[src/rtl/cpu_ctrl_pkg.sv]
// Opcode values and state encodings shared by the control sequencer and its bench.
package cpu_ctrl_pkg;

  localparam int OPCODE_W = 4;

  localparam logic [OPCODE_W-1:0] OP_NOP = 4'd0;
  localparam logic [OPCODE_W-1:0] OP_SKZ = 4'd1;
  localparam logic [OPCODE_W-1:0] OP_ADD = 4'd2;
  localparam logic [OPCODE_W-1:0] OP_AND = 4'd3;
  localparam logic [OPCODE_W-1:0] OP_XOR = 4'd4;
  localparam logic [OPCODE_W-1:0] OP_LDA = 4'd5;
  localparam logic [OPCODE_W-1:0] OP_STO = 4'd6;
  localparam logic [OPCODE_W-1:0] OP_JMP = 4'd7;
  localparam logic [OPCODE_W-1:0] OP_HLT = 4'd8;
  localparam logic [OPCODE_W-1:0] OP_SUB = 4'd9;
  localparam logic [OPCODE_W-1:0] OP_OR  = 4'd10;
  localparam logic [OPCODE_W-1:0] OP_MOV = 4'd11;
  localparam logic [OPCODE_W-1:0] OP_ILLEGAL_MIN = 4'd12;

  typedef enum logic [3:0] {
    ST_IDLE   = 4'd0,
    ST_FETCH  = 4'd1,
    ST_DECODE = 4'd2,
    ST_MEM_RD = 4'd3,
    ST_EXEC   = 4'd4,
    ST_MEM_WR = 4'd5,
    ST_JUMP   = 4'd6,
    ST_SKIP   = 4'd7,
    ST_DONE   = 4'd8,
    ST_HALTED = 4'd9
  } state_t;

  function automatic logic is_illegal(input logic [OPCODE_W-1:0] op);
    return op >= OP_ILLEGAL_MIN;
  endfunction

  // Opcodes that fetch an operand from memory and then load the accumulator.
  function automatic logic is_mem_operand(input logic [OPCODE_W-1:0] op);
    return (op == OP_ADD) || (op == OP_AND) || (op == OP_XOR) ||
           (op == OP_SUB) || (op == OP_OR)  || (op == OP_LDA);
  endfunction

endpackage

[src/rtl/mem_wait_timer.sv]
// Purpose: counts consecutive not-ready cycles of a memory beat and flags a stall.
// Latency: timeout is combinational in the cycle the count reaches WAIT_MAX.
// Backpressure: ready in the timeout cycle wins; WAIT_MAX=0 never times out.
module mem_wait_timer #(
  parameter int WAIT_MAX = 15
) (
  input  logic clk,
  input  logic rst,
  input  logic waiting,
  input  logic ready,
  output logic timeout
);

  localparam int CW = $clog2(WAIT_MAX) + 1;

  logic [CW-1:0] wait_cnt;

  generate
    if (WAIT_MAX > 0) begin : g_timer
      localparam logic [CW-1:0] MAX_V = CW'(WAIT_MAX);

      assign timeout = waiting && !ready && (wait_cnt == MAX_V);

      // Clearing on timeout keeps the count bounded by WAIT_MAX.
      always_ff @(posedge clk) begin
        if (rst || !waiting || ready || timeout) begin
          wait_cnt <= '0;
        end else begin
          wait_cnt <= wait_cnt + 1'b1;
        end
      end
    end else begin : g_no_timer
      assign timeout = 1'b0;

      always_ff @(posedge clk) begin
        wait_cnt <= '0;
      end
    end
  endgenerate

endmodule

[src/rtl/cpu_ctrl_seq.sv]
// Purpose: variable-length instruction sequencer driving PC/ACC/IR/memory enables.
// Latency: outputs decoded from state (and mem_ready) in the same cycle.
// Backpressure: mem_ready stalls FETCH/MEM_RD/MEM_WR; a stall of WAIT_MAX cycles halts.
module cpu_ctrl_seq
  import cpu_ctrl_pkg::*;
#(
  parameter int OP_W        = OPCODE_W,
  parameter int FETCH_BEATS = 2,
  parameter int WAIT_MAX    = 15
) (
  input  logic            clk,
  input  logic            rst,
  input  logic            en,
  input  logic            resume,
  input  logic [OP_W-1:0] operation,
  input  logic            zero,
  input  logic            mem_ready,
  output logic            fetch,
  output logic            alu_en,
  output logic            pc_inc,
  output logic            rd,
  output logic            wr,
  output logic            load_acc,
  output logic            load_ir,
  output logic            load_pc,
  output logic            datacontrol_en,
  output logic            instr_done,
  output logic            halted,
  output logic            illegal_op,
  output logic            bus_err,
  output logic [3:0]      state_dbg
);

  localparam int BW = $clog2(FETCH_BEATS) + 1;
  localparam logic [BW-1:0] LAST_BEAT = BW'(FETCH_BEATS - 1);

  state_t        state;
  logic [BW-1:0] beat_cnt;
  logic          zero_q;
  logic          waiting;
  logic          timeout;

  assign waiting = (state == ST_FETCH) || (state == ST_MEM_RD) || (state == ST_MEM_WR);

  mem_wait_timer #(
    .WAIT_MAX (WAIT_MAX)
  ) u_wait_timer (
    .clk     (clk),
    .rst     (rst),
    .waiting (waiting),
    .ready   (mem_ready),
    .timeout (timeout)
  );

  always_ff @(posedge clk) begin
    if (rst) begin
      state    <= ST_IDLE;
      beat_cnt <= '0;
      zero_q   <= 1'b0;
    end else begin
      case (state)
        ST_IDLE: begin
          if (en) begin
            state    <= ST_FETCH;
            beat_cnt <= '0;
          end
        end
        ST_FETCH: begin
          if (timeout) begin
            state <= ST_HALTED;
          end else if (mem_ready) begin
            if (beat_cnt == LAST_BEAT) begin
              beat_cnt <= '0;
              state    <= ST_DECODE;
            end else begin
              beat_cnt <= beat_cnt + 1'b1;
            end
          end
        end
        ST_DECODE: begin
          zero_q <= zero;
          if (is_mem_operand(operation)) begin
            state <= ST_MEM_RD;
          end else if (operation == OP_STO) begin
            state <= ST_MEM_WR;
          end else if (operation == OP_JMP) begin
            state <= ST_JUMP;
          end else if (operation == OP_SKZ) begin
            state <= zero ? ST_SKIP : ST_DONE;
          end else if (operation == OP_HLT) begin
            state <= ST_HALTED;
          end else begin
            state <= ST_DONE;
          end
        end
        ST_MEM_RD: begin
          if (timeout) begin
            state <= ST_HALTED;
          end else if (mem_ready) begin
            state <= ST_EXEC;
          end
        end
        ST_EXEC: state <= ST_DONE;
        ST_MEM_WR: begin
          if (timeout) begin
            state <= ST_HALTED;
          end else if (mem_ready) begin
            state <= ST_DONE;
          end
        end
        ST_JUMP: state <= ST_DONE;
        // One PC increment per beat of the instruction being skipped.
        ST_SKIP: begin
          if (beat_cnt == LAST_BEAT) begin
            beat_cnt <= '0;
            state    <= ST_DONE;
          end else begin
            beat_cnt <= beat_cnt + 1'b1;
          end
        end
        ST_DONE: begin
          beat_cnt <= '0;
          state    <= en ? ST_FETCH : ST_IDLE;
        end
        ST_HALTED: begin
          if (resume) begin
            state    <= ST_FETCH;
            beat_cnt <= '0;
          end
        end
        default: state <= ST_IDLE;
      endcase
    end
  end

  always_comb begin
    fetch          = 1'b0;
    alu_en         = 1'b0;
    pc_inc         = 1'b0;
    rd             = 1'b0;
    wr             = 1'b0;
    load_acc       = 1'b0;
    load_ir        = 1'b0;
    load_pc        = 1'b0;
    datacontrol_en = 1'b0;
    instr_done     = 1'b0;
    halted         = 1'b0;
    illegal_op     = 1'b0;
    case (state)
      ST_FETCH: begin
        fetch   = 1'b1;
        rd      = 1'b1;
        load_ir = mem_ready;
        pc_inc  = mem_ready;
      end
      ST_DECODE: begin
        alu_en     = 1'b1;
        load_acc   = (operation == OP_MOV);
        illegal_op = is_illegal(operation);
      end
      ST_MEM_RD: begin
        rd     = 1'b1;
        alu_en = 1'b1;
      end
      ST_EXEC: begin
        alu_en   = 1'b1;
        load_acc = 1'b1;
      end
      ST_MEM_WR: begin
        wr             = 1'b1;
        datacontrol_en = 1'b1;
        alu_en         = 1'b1;
      end
      ST_JUMP:   load_pc    = 1'b1;
      ST_SKIP:   pc_inc     = zero_q;
      ST_DONE:   instr_done = 1'b1;
      ST_HALTED: halted     = 1'b1;
      default: ;
    endcase
  end

  assign bus_err   = timeout;
  assign state_dbg = state;

endmodule
[config.mk]
export PLATFORM = sky130hd
export DESIGN_NAME = cpu_ctrl_seq
export DESIGN_NICKNAME = d
export VERILOG_FILES = /design/src/rtl/cpu_ctrl_pkg.sv /design/src/rtl/mem_wait_timer.sv /design/src/rtl/cpu_ctrl_seq.sv
export SDC_FILE = /design/constraint.sdc
export NUM_CORES = 1
export LEC_CHECK = 0
export ABC_CLOCK_PERIOD_IN_PS = 3000
export BUFFER_PORTS_ARGS = -buffer_cell sky130_fd_sc_hd__buf_4
export CORE_MARGIN = 4
export CORE_UTILIZATION = 50
export DETAILED_ROUTE_END_ITERATION = 10
export PLACE_DENSITY = 0.79
export SLEW_MARGIN = 20
export SYNTH_ARGS = -nofsm -noshare
export SYNTH_HDL_FRONTEND = slang
export SYNTH_HIERARCHICAL = 1
export SYNTH_SLANG_ARGS = --single-unit
export TNS_END_PERCENT = 30
[constraint.sdc]
create_clock -name clk -period 3 [get_ports clk]
set_clock_uncertainty 0.2 [all_clocks]
set_input_delay 0.6 -clock clk [delete_from_list [all_inputs] [get_ports clk]]
set_output_delay 0.6 -clock clk [all_outputs]
set_load 0.05 [all_outputs]
* Word-level counts from Yosys, hierarchy flattened
Index checks and enable logic that the tools add are counted.
** Storage, ports and cells
- Memories :: 0
- Word-level logic and storage cells :: 94
- Bits in latches :: 0
- Output and inout bits :: 17
- Register bits after elaboration :: 12
- ROM bits :: 0
- Bits in writable memories :: 0
** Cells by class
- Add/subtract/negate cells :: 2
- Multipliers :: 0
- Bitwise operators :: 0
- Equality and inequality tests :: 31
- Divide/modulo/power cells :: 0
- Shifts and indexed selects :: 0
- Order comparisons :: 1
- Reduce and logical (&&, ||, !) cells :: 21
- Mux-type cells :: 35
** Operators with widths (number)
- $mux W4 :: 15
- $pmux W4 S9 :: 1
- $eq A4 B3 Y1 const B :: 8
- $eq A4 B4 Y1 const B :: 6
- $eq A4 B2 Y1 const B :: 4
- $mux W1 :: 11
- $logic_or A1 B1 Y1 :: 10
- $mux W2 :: 5
- $ne A2 B2 Y1 const B :: 5
- $pmux W2 S5 :: 1
- $ne A3 B2 Y1 const B :: 3
- $eq A4 B1 Y1 const B :: 2
- $reduce_and A7 Y1 :: 1
- $add A5 B1 Y5 const B :: 1
- $eq A5 B4 Y1 const B :: 1
- $reduce_and A5 Y1 :: 1
- $reduce_bool A5 Y1 :: 1
- $ge A4 B4 Y1 const B :: 1
- $logic_not A4 Y1 :: 1
- $pmux W1 S2 :: 2
- $reduce_or A2 Y1 :: 2
- $reduce_or A4 Y1 :: 1
- $ne A3 B1 Y1 const B :: 1
- $add A2 B1 Y2 const B :: 1
- other kinds (3) :: 5

* Longest topological paths before layout
- Depth after elaboration :: 8
- Gate-level depth with buffers :: 9
- Depth with buffers taken out :: 9

* Modules after synthesis
The synthesis kept the hierarchy.
** Modules (own cells, without submodules)
- cpu_ctrl_seq :: sequential area each 140.1 um2, area each 679.4 um2, instances 1, cells each 99
- mem_wait_timer :: sequential area each 100.1 um2, area each 203.9 um2, instances 1, cells each 20

* Worst setup path before layout
No wires, ideal clock.
- Path kind :: flip-flop to output port
- Start point :: register state[0], in the netlist state_dbg[0]
- End point :: output load_ir
- Data arrival time :: 2.756 ns
- Buffers on the path :: 1
- Slack :: -0.556 ns
- Stages on the path, launching flop included :: 5
- Data required time :: 2.200 ns
- Cells stage by stage :: dfxtp_1 nand2b_1 clkbuf_1 nor3_1 and2_1
** On the way
- Word-level cells in the longest chain between the ends :: 2
** RTL lines
- start, declared :: line cpu_ctrl_seq.sv:37 : state_t state;
- start signal, assigned :: line cpu_ctrl_seq.sv:89 : state <= zero ? ST_SKIP : ST_DONE;
- start signal, assigned :: line cpu_ctrl_seq.sv:123 : state <= en ? ST_FETCH : ST_IDLE;
- $eq A4 B1 Y1 :: line cpu_ctrl_seq.sv:149 : case (state)
- $mux W1 :: line cpu_ctrl_seq.sv:149
- end, declared :: line cpu_ctrl_seq.sv:24 : output logic load_ir,
Every way passes these cells.

* Worst setup path after layout
- Start point :: register state[1], in the netlist state_dbg[1]
- End point :: output load_acc
** On the way
- Word-level cells in the longest chain between the ends :: 2
** RTL lines
- $eq A4 B3 Y1 or $eq A4 B2 Y1 (tied branches) :: line cpu_ctrl_seq.sv:149
- $pmux W1 S2 * :: line cpu_ctrl_seq.sv:149
- end, declared :: line cpu_ctrl_seq.sv:23 : output logic load_acc,
Every way passes the cells marked *; elsewhere a longest branch is shown, timed or not.

==> metrics.md <==
| Metric | Value |
|---|---|
| WL/cell | `13.4 µm` |
| Die Y | `50.0 µm` |
| CTS tree | `built` |
| Maximum vdd drop | `0.480 mV` |
| Synth Area per Inst | `7.42 µm²` |
| Port bufs | `26` |
| RSZ-0062 raised after global routing | `false` |
| Fin util | `0.706` |
| Synth Flop Type | `dfxtp_1` |
| Area delta synth->final | `27.5%` |
| H-tree levels | `1` |
| Final Critical Period | `2.65 ns` |
| Starting density of the core | `0.554` |
| Clk Latency, worst-skew pair | `0.28 ns` |
| Yosys warnings | `6` |
| Post-Syn Nets | `131` |
| Root buf cell | `clkbuf_4` |
| Share of the synthesized area in the top cell type | `0.272` |
| Mapped Cells | `119` |
| Fin. Hold Viols | `0` |
| Grt total ovfl | `0` |
| DP Area | `1090 µm²` |
| Die ar. | `2500 µm²` |
| TritonCTS Buffers | `3` |
| Num ports | `27` |
| Power per standard cell area | `698 nW/µm²` |
| # clock sinks | `12` |
| Cell taking the most area after synthesis | `dfxtp_1` |
| Worst hold stages | `1` |
| Std cell rows | `14` |
| Async S/R FF share, synth | `0` |
| Clock transition at the registers of the reported paths | `0.09 ns` |
| Max Transition Viols Final | `0` |
| CP Launch Type | `flip-flop` |
| HP Class | `reg -> reg` |
| Drt first-iter violations | `22` |
| Max frequency | `377 MHz` |
| Fin nets | `155` |
| Antenna violations before repair | `0` |
| Worst hold path endpoint | `u_wait_timer/wait_cnt[0]` |
| Min-delay src | `u_wait_timer/wait_cnt[0]` |
| GRT Util Overall | `0.186` |
| Critical Path Fanout Max | `12` |
| Seq. cell area | `240 µm²` |
| Delay-heaviest family, CP | `flip-flops` |
| Post-Route WL | `2230 µm` |
| Synth top area cells | `dfxtp_1, nor2_1, nor3_1` |
| Area of the multi-input gates | `598 µm²` |
| Outcome | `complete, no violations` |
| GPL Wtd Cong | `0.785` |
| Final worst-path cycle share | `0.883` |
| Max_slew headroom | `0.671` |
| Layout cells sized above 1 | `0.268` |
| Number of remaining DRC errors | `0` |
| FILL cells | `149` |
| Routed vias | `925` |
| Post-CTS resize count | `0` |
| Sequential fraction of the synthesis area | `0.272` |
| Critical path, cell by cell | `inv_1 -> nor2_1 -> nand4b_1 -> a211oi_2 -> buf_4` |
| Via density | `5.57` |
| Fin area | `1130 µm²` |
| Slowest-stage cell, CP | `dfxtp_1` |
| First-pass GRT wire length | `3650 µm` |
| Leak | `0.492 nW` |
| Worst path max stage delay | `0.63 ns` |
| Mapped cell area | `883 µm²` |
| Synthesis-stage register bit count | `12` |
| Final ANT Viol Nets | `0` |
| Count of cell types in the netlist | `43` |
| Final setup viols | `0` |
| Pin count of the biggest net entering global routing | `16` |
| CP bufs+invs | `2` |
| CP startpoint | `state_dbg[1]` |
| DIE WIDTH | `50.0 µm` |
| CP Capture Type | `primary output` |
| Core region area | `1590 µm²` |
| Worst slew pin tran | `0.492 ns` |
| Vias in the first global route | `827` |
| Clock Path Buffers | `2` |
| # hold bufs at CTS | `0` |
| Hpwl dp | `1640 µm` |
| Crit path required time | `2.20 ns` |
| Reg-to-Reg End | `state_dbg[0]` |
| Reg2reg path depth | `8` |
| RR Startpoint | `u_wait_timer/wait_cnt[0]` |
| Commonest non-fill, non-tap cells in the layout | `buf_4, nor2_1, dfxtp_1` |
| Number of buffers added for setup after CTS | `0` |
| Pre-Repair DR Iteration Count | `4` |
| Setup Crit Path Kind | `reg -> out` |
| Reg2reg setup slack | `0.51 ns` |
| EDFF count, synth | `0` |
| Pwr Total | `0.000786 W` |
| # diodes | `0` |
| Commonest non-fill, non-tap cell in the layout | `buf_4` |
| Max_cap viols | `0` |
| WP data arrival | `1.85 ns` |
worst register-to-register path, delay by kind of cell (launching register included):
family	cells	cell delay, ns
simple gates	5	1.13
fa+ha+maj	2	0.41
flops	1	0.33
mux	1	0.30
synthesized netlist by cell type, types with 2 or more instances:
cell type  instances
or3_1              2
inv_1              5
nand2b_1           2
dfxtp_1           12
nor3_1             7
nand2_1            9
and2_1             4
mux2i_1            3
and3_1             2
o21ai_1            2
nor2b_1            4
o21ai_0            5
a2111oi_0          2
a31oi_1            3
nor2_1            17
nor3b_1            2
a21oi_1            5
ha_1               2
nand3_1            3
buf_2              2
clkbuf_1           4
flip-flops by register name, summed over array words and instances (netlist names):
| signal | cells |
|---|---|
| zero_q | 1 |
| beat_cnt | 2 |
| state_dbg | 4 |
| u_wait_timer/wait_cnt | 5 |
area by class of cell:
class | count | area share
sequential | 12 | 0.213
clock buffer | 4 | 0.0322
tap | 24 | 0.0267
multi-input combinational | 94 | 0.531
inverter | 5 | 0.0167
timing repair buffer | 27 | 0.180
through the flow:
| step | worst slack, ns | hold WS (ns) | setup TNS, ns | instances |
|---|---|---|---|---|
| CTS | 0.373 | 0.252 | 0 | 166 |
| floorplan | -0.0638 | 0.217 | -0.0638 | 119 |
| global placement | 0.605 | 0.225 | 0 | 162 |
| finish | 0.350 | 0.247 | 0 | 166 |
| global route | 0.216 | 0.280 | 0 | 166 |
| detailed placement | 0.560 | 0.240 | 0 | 162 |
metal layers:
layer / GRT usage / wire length (µm)
met4: 0.0645 / 25
met2: 0.307 / 1030
met1: 0.236 / 1040
met3: 0.0392 / 136
met5: 0 / 0
cells by family (layout without fill, tap and decap cells):
group / count (synthesis) / after routing / synth area share
flip-flops: 12 / 12 / 0.272
buffers and inverters: 13 / 36 / 0.0623
multiplexers: 4 / 4 / 0.0467
adder cells (fa/ha/maj): 3 / 3 / 0.0397
AO/OA/AOI/OAI: 26 / 26 / 0.194
AND/OR/NAND/NOR: 59 / 59 / 0.365
XOR/XNOR: 2 / 2 / 0.0198
worst max path at each step:
stage	to	cells after the start
after floorplan	load_ir	4
after global placement	state_dbg[0]	8
after detailed placement	state_dbg[0]	8
after CTS	load_acc	5
after global routing	load_acc	5
final	load_acc	5
where the power goes:
| part | total, W | switching (W) | leakage (nW) | internal [W] |
|---|---|---|---|---|
| Clock | 0.000135 | 0.0000613 | 0.0210 | 0.0000738 |
| Sequential | 0.000223 | 0.0000462 | 0.0972 | 0.000177 |
| Combinational | 0.000428 | 0.000270 | 0.374 | 0.000158 |
No activity file was read; power rests on OpenSTA's default activity.
